===== src/rtl/neuron_slot_gen_if.sv =====
// Bundle for neuron_slot_gen: run/config inputs plus the slot-timing outputs.
// slave  : the generator (consumes en/half_cnt/num_neurons/tap_idx, drives the rest)
// master : whatever drives the configuration and observes the slot outputs
interface neuron_slot_gen_if #(
  parameter int CNT_W    = 32,
  parameter int IDX_W    = 7,
  parameter int NUM_TAPS = 4,
  parameter int FRM_W    = 16
);
  logic                      en;
  logic [CNT_W-1:0]          half_cnt;
  logic [IDX_W-1:0]          num_neurons;
  logic [NUM_TAPS*IDX_W-1:0] tap_idx;
  logic                      slow_clk;
  logic                      tick;
  logic                      phase;
  logic [IDX_W-1:0]          neuron_idx;
  logic                      frame_start;
  logic [NUM_TAPS-1:0]       tap_strb;
  logic                      tap_any;
  logic [FRM_W-1:0]          frame_cnt;

  modport slave (
    input  en, half_cnt, num_neurons, tap_idx,
    output slow_clk, tick, phase, neuron_idx, frame_start, tap_strb, tap_any, frame_cnt
  );

  modport master (
    output en, half_cnt, num_neurons, tap_idx,
    input  slow_clk, tick, phase, neuron_idx, frame_start, tap_strb, tap_any, frame_cnt
  );
endinterface


===== src/rtl/neuron_slot_gen.sv =====
// Neuron slot generator. Divides rawclk into slow_clk (50% duty, half-period
// half_cnt+1 cycles) with a one-cycle enable tick on each rising slow edge,
// and on every tick issues the next (neuron_idx, phase) slot of a frame of
// max(num_neurons,1) neurons, two phases each. Frame and tap strobes accompany
// the issuing tick; frame_cnt counts completed frames.
// Ports:
//   rawclk - sole clock
//   reset  - synchronous active-high reset
//   bus    - neuron_slot_gen_if.slave: en, half_cnt, num_neurons, tap_idx in;
//            slow_clk, tick, phase, neuron_idx, frame_start, tap_strb,
//            tap_any, frame_cnt out (all registered)
module neuron_slot_gen #(
  parameter int CNT_W    = 32,
  parameter int IDX_W    = 7,
  parameter int NUM_TAPS = 4,
  parameter int FRM_W    = 16
) (
  input logic               rawclk,
  input logic               reset,
  neuron_slot_gen_if.slave  bus
);

  logic [CNT_W-1:0]    delay_cnt;
  logic [CNT_W-1:0]    half_q;
  logic [IDX_W-1:0]    nn_q;
  logic                slow_q;
  logic                tick_q;
  logic [IDX_W-1:0]    nxt_idx;
  logic                nxt_phase;
  logic [IDX_W-1:0]    idx_q;
  logic                phase_q;
  logic                frame_start_q;
  logic [NUM_TAPS-1:0] tap_strb_q;
  logic                tap_any_q;
  logic [FRM_W-1:0]    frame_cnt_q;

  logic [IDX_W-1:0]    nn_eff;
  logic [NUM_TAPS-1:0] tap_hit;
  logic                last_idx;

  // 0 and 1 both mean a single-neuron frame
  assign nn_eff   = (bus.num_neurons == '0) ? IDX_W'(1) : bus.num_neurons;
  // >= rather than == so an index stranded past a shrunken frame still wraps
  assign last_idx = (nxt_idx >= (nn_q - IDX_W'(1)));

  always_comb begin
    tap_hit = '0;
    for (int unsigned i = 0; i < NUM_TAPS; i++) begin
      tap_hit[i] = (nxt_idx == bus.tap_idx[i*IDX_W +: IDX_W]);
    end
  end

  always_ff @(posedge rawclk) begin
    if (reset) begin
      delay_cnt     <= '0;
      half_q        <= bus.half_cnt;
      nn_q          <= nn_eff;
      slow_q        <= 1'b0;
      tick_q        <= 1'b0;
      nxt_idx       <= '0;
      nxt_phase     <= 1'b0;
      idx_q         <= '0;
      phase_q       <= 1'b0;
      frame_start_q <= 1'b0;
      tap_strb_q    <= '0;
      tap_any_q     <= 1'b0;
      frame_cnt_q   <= '0;
    end else if (bus.en) begin
      tick_q        <= 1'b0;
      frame_start_q <= 1'b0;
      tap_strb_q    <= '0;
      if (delay_cnt < half_q) begin
        delay_cnt <= delay_cnt + CNT_W'(1);
      end else begin
        delay_cnt <= '0;
        slow_q    <= ~slow_q;
        half_q    <= bus.half_cnt;
        if (!slow_q) begin
          // rising slow edge: issue the pending slot and advance the pointer
          tick_q        <= 1'b1;
          idx_q         <= nxt_idx;
          phase_q       <= nxt_phase;
          frame_start_q <= (nxt_idx == '0) && !nxt_phase;
          tap_strb_q    <= nxt_phase ? '0 : tap_hit;
          tap_any_q     <= |tap_hit;
          if (!nxt_phase) begin
            nxt_phase <= 1'b1;
          end else begin
            nxt_phase <= 1'b0;
            if (last_idx) begin
              nxt_idx     <= '0;
              frame_cnt_q <= frame_cnt_q + FRM_W'(1);
              nn_q        <= nn_eff;
            end else begin
              nxt_idx <= nxt_idx + IDX_W'(1);
            end
          end
        end
      end
    end
  end

  assign bus.slow_clk    = slow_q;
  assign bus.tick        = tick_q;
  assign bus.phase       = phase_q;
  assign bus.neuron_idx  = idx_q;
  assign bus.frame_start = frame_start_q;
  assign bus.tap_strb    = tap_strb_q;
  assign bus.tap_any     = tap_any_q;
  assign bus.frame_cnt   = frame_cnt_q;

endmodule


===== src/flat_wrapper.sv =====
// flat-port wrapper written by rule: the top's interface ports become plain ports
module neuron_slot_gen_flat 
#(
  parameter int CNT_W    = 32,
  parameter int IDX_W    = 7,
  parameter int NUM_TAPS = 4,
  parameter int FRM_W    = 16
)
  (rawclk, reset, bus_en, bus_half_cnt, bus_num_neurons, bus_tap_idx, bus_slow_clk, bus_tick, bus_phase, bus_neuron_idx, bus_frame_start, bus_tap_strb, bus_tap_any, bus_frame_cnt);
  neuron_slot_gen_if #(.CNT_W(CNT_W), .IDX_W(IDX_W), .NUM_TAPS(NUM_TAPS), .FRM_W(FRM_W)) bus_i ();
  input logic rawclk;
  input logic reset;
  input wire logic [$bits(bus_i.en)-1:0] bus_en;
  input wire logic [$bits(bus_i.half_cnt)-1:0] bus_half_cnt;
  input wire logic [$bits(bus_i.num_neurons)-1:0] bus_num_neurons;
  input wire logic [$bits(bus_i.tap_idx)-1:0] bus_tap_idx;
  output wire logic [$bits(bus_i.slow_clk)-1:0] bus_slow_clk;
  output wire logic [$bits(bus_i.tick)-1:0] bus_tick;
  output wire logic [$bits(bus_i.phase)-1:0] bus_phase;
  output wire logic [$bits(bus_i.neuron_idx)-1:0] bus_neuron_idx;
  output wire logic [$bits(bus_i.frame_start)-1:0] bus_frame_start;
  output wire logic [$bits(bus_i.tap_strb)-1:0] bus_tap_strb;
  output wire logic [$bits(bus_i.tap_any)-1:0] bus_tap_any;
  output wire logic [$bits(bus_i.frame_cnt)-1:0] bus_frame_cnt;
  assign bus_i.en = bus_en;
  assign bus_i.half_cnt = bus_half_cnt;
  assign bus_i.num_neurons = bus_num_neurons;
  assign bus_i.tap_idx = bus_tap_idx;
  assign bus_slow_clk = bus_i.slow_clk;
  assign bus_tick = bus_i.tick;
  assign bus_phase = bus_i.phase;
  assign bus_neuron_idx = bus_i.neuron_idx;
  assign bus_frame_start = bus_i.frame_start;
  assign bus_tap_strb = bus_i.tap_strb;
  assign bus_tap_any = bus_i.tap_any;
  assign bus_frame_cnt = bus_i.frame_cnt;
  neuron_slot_gen #(.CNT_W(CNT_W), .IDX_W(IDX_W), .NUM_TAPS(NUM_TAPS), .FRM_W(FRM_W)) u_core (.rawclk(rawclk), .reset(reset), .bus(bus_i));
endmodule

===== config.mk =====
export PLATFORM = sky130hd
export DESIGN_NAME = neuron_slot_gen_flat
export DESIGN_NICKNAME = d
export VERILOG_FILES = /design/src/rtl/neuron_slot_gen_if.sv /design/src/rtl/neuron_slot_gen.sv /design/src/flat_wrapper.sv
export SDC_FILE = /design/constraint.sdc
export NUM_CORES = 1
export LEC_CHECK = 0
export ABC_CLOCK_PERIOD_IN_PS = 4200
export BUFFER_PORTS_ARGS = -buffer_cell sky130_fd_sc_hd__buf_2
export CAP_MARGIN = 20
export CORE_ASPECT_RATIO = 2
export CORE_MARGIN = 3
export CORE_UTILIZATION = 40
export DETAILED_ROUTE_END_ITERATION = 6
export GPL_TIMING_DRIVEN = 0
export PLACE_DENSITY = 0.7
export SETUP_SLACK_MARGIN = 0.4
export SYNTH_ARGS = -nofsm -noshare
export SYNTH_HDL_FRONTEND = slang
export SYNTH_SLANG_ARGS = --single-unit

===== constraint.sdc =====
create_clock -name rawclk -period 4.2 [get_ports rawclk]
set_input_delay 1.26 -clock rawclk [delete_from_list [all_inputs] [get_ports rawclk]]
set_output_delay 1.26 -clock rawclk [all_outputs]
set_load 0.02 [all_outputs]

==> reports/qor.csv <==
metric;value;unit
irDropWorstVdd;230;uV
setup_tns;0;ns
grt_pass1_wl;22200;um
start_kind;flop;
criticalPathCategory;flop to flop;
drt_iter0_drc;162;
drt-pass1-iter-count;4;
p_per_area;318;mW/mm2
synth_seq_area_share;0.461;
grt_pass1_vias;4911;
slowest_delay;0.58;ns
clockBufferDepth;2;
worstHoldPathType;flop to flop;
cts_tree;yes;
outcome;completed;
postCtsHoldBufs;0;
fin_crit_sh;0.807;
skew;0.0129;ns
yosysWarnings;0;
die_x;90.1;um
dpl.hpwl;11000;um
grtUsageTotal;0.175;
netlist-cell-type-count;45;
htree_levels;3;
drt_wl_total;13600;um
path_clk_slew;0.08;ns
leakagePower;2.93;nW
syn_avg_cell_area;9.66;um2
row_count;60;
die_y;174;um
final_layout_size_suffix_gt1_frac;0.183;
grt_max_degree;42;
rsz0062_at_grt;false;
synth_cells;586;
min_path_cells;2;
syn_area;0.00566;mm2
num_vias;4661;
core_area;0.0137;mm2
ys_seq_elements;111;
post-route-drc-count;0;
max_slew_margin;0.396;
worstPathMaxFanout;10;
clock.fmax;295;MHz
worstRegToRegCells;11;
synth_edf_count;39;
final_util;0.490;
final_common_cell;buf_2;
async_flop_share;0;
numCtsBuffers;9;
cap_violations;0;
final_cell_mix;buf_2 (104), dfxtp_1 (72), nor2_1 (57);
antenna_found_initial;1;
cts-root-buf;clkbuf_16;
io_pins;102;
tightest_slew;0.906;ns
finalCriticalPeriod;3.39;ns
via_per_inst;5.24;
holdWs;0.459;ns
io_buffers;101;
drt-wirelength-per-cell;15.3;um
gp_congestion;0.860;
nNetsFinal;811;
ys.flop_type;dfxtp_1;
syn_to_final_growth;18.1;%
hold_violations;0;
insertion_delay;0.36;ns
crit_required;4.23;ns
cts_sinks;111;
cts_resized;0;
initial_utilization;0.414;
finalSetupViolCount;0;
crit_chain;clkbuf_1 > inv_1 > ha_1 > nor2b_1 > o21ai_0 > a31oi_1 > o21ai_1 > o21ai_4 > buf_6 > clkbuf_1 > nand2_1;
cp_slowest_cell;o21ai_1;
synth_nets;699;
grt.overflow.total;0;
ant_nets;0;
crit_arrival;3.42;ns
crit_top_cell;clkbuf_1;
die_area;0.0157;mm2
end_kind;flop;
maxSlewViolCount;0;
cts_setup_buffers;0;
[through the flow]
step                instances  power [mW]  instance area (um2)  setup slack (ns)
floorplan                 586        1.26                 5660             0.860
global placement          873        1.32                 6400            0.0811
detailed placement        873        1.33                 6400             0.603
CTS                       889        2.15                 6690             0.733
global route              890        2.21                 6690             0.453
finish                    890        2.13                 6690             0.810
[layer usage]
| metal | global-route usage | up-vias | wire, um | share of wire |
|---|---|---|---|---|
| li1 | - | 2286 | - | - |
| met1 | 0.164 | 2235 | 4670 | 0.34 |
| met2 | 0.350 | 102 | 7950 | 0.58 |
| met3 | 0.0286 | 38 | 425 | 0.031 |
| met4 | 0.0921 | 0 | 551 | 0.041 |
| met5 | 0 | - | 0 | 0 |
[synth_stat cells, types with 4 or more instances]
master / count / area, um2
nor4_1: 8 / 50.1
a21oi_1: 30 / 150
inv_1: 40 / 150
a32o_1: 5 / 50.1
clkbuf_1: 21 / 78.8
nor2_1: 57 / 214
edfxtp_1: 39 / 1170
nor2b_1: 5 / 31.3
nand4_1: 19 / 119
mux2i_1: 9 / 90.1
and3_1: 11 / 68.8
o21ai_0: 20 / 100
a31oi_1: 4 / 25.0
xnor2_1: 26 / 228
nand2_1: 45 / 169
nand3_1: 19 / 95.1
dfxtp_1: 72 / 1440
or3_1: 6 / 37.5
a21o_1: 6 / 45.0
ha_1: 43 / 538
o211ai_1: 4 / 30.0
xor2_1: 40 / 350
nor3_1: 9 / 45.0
or3_2: 5 / 37.5
and4_1: 6 / 52.6
[registers in the layout, summed over array words and instances (netlist names)]
| name | count |
|---|---|
| u_core.delay_cnt | 32 |
| u_core.half_q | 32 |
| u_core.bus.frame_cnt | 16 |
| u_core.bus.neuron_idx | 7 |
| u_core.nn_q | 7 |
| u_core.nxt_idx | 7 |
| u_core.bus.tap_strb | 4 |
| u_core.bus.frame_start | 1 |
| u_core.bus.phase | 1 |
| u_core.bus.slow_clk | 1 |
| u_core.bus.tap_any | 1 |
| u_core.bus.tick | 1 |
| u_core.nxt_phase | 1 |
[critical path: cells and delay by family, from the launching register on]
family,cells,cell delay (ns)
adder cells (fa/ha/maj),1,0.31
buffers and inverters,4,1.01
AO/OA/AOI/OAI,4,1.06
AND/OR/NAND/NOR,2,0.36
flip-flops,1,0.33
[layout make-up]
class | count | area (um2)
Tap cell | 186 | 233
Timing Repair Buffer | 101 | 505
Multi-Input combinational cell | 410 | 2800
Clock inverter | 7 | 60.1
Inverter | 40 | 150
Clock buffer | 9 | 225
Sequential cell | 111 | 2610
Antenna cell | 1 | 2.50
Buffer | 25 | 105
Fill cell | 1358 | 6970
[cell families after synthesis]
group | Yosys count | share of synthesized area
mux | 9 | 0.0159
compound gates | 87 | 0.0999
flops | 111 | 0.461
simple gates | 205 | 0.181
fa+ha+maj | 43 | 0.0950
buf+inv | 65 | 0.0449
xor+xnor | 66 | 0.102
[worst paths after layout]
kind	startpoint	end	slack [ns]
min	u_core.bus.tap_strb[0]$_SDFFE_PP0P_	u_core.bus.tap_strb[0]$_SDFFE_PP0P_	0.46
min reg2reg	u_core.bus.tap_strb[0]$_SDFFE_PP0P_	u_core.bus.tap_strb[0]$_SDFFE_PP0P_	0.46
max	u_core.nxt_idx[0]$_SDFFE_PP0P_	u_core.nn_q[5]$_SDFFCE_PN0P_	0.81
max reg2reg	u_core.nxt_idx[0]$_SDFFE_PP0P_	u_core.nn_q[5]$_SDFFCE_PN0P_	0.81
[power breakdown]
group	internal, mW	switching (mW)	leakage, nW	total, mW
Sequential	1.15	0.0133	0.962	1.16
Clock	0.416	0.412	0.143	0.827
Combinational	0.0633	0.0800	1.82	0.143
(Power assumes the default switching activity.)
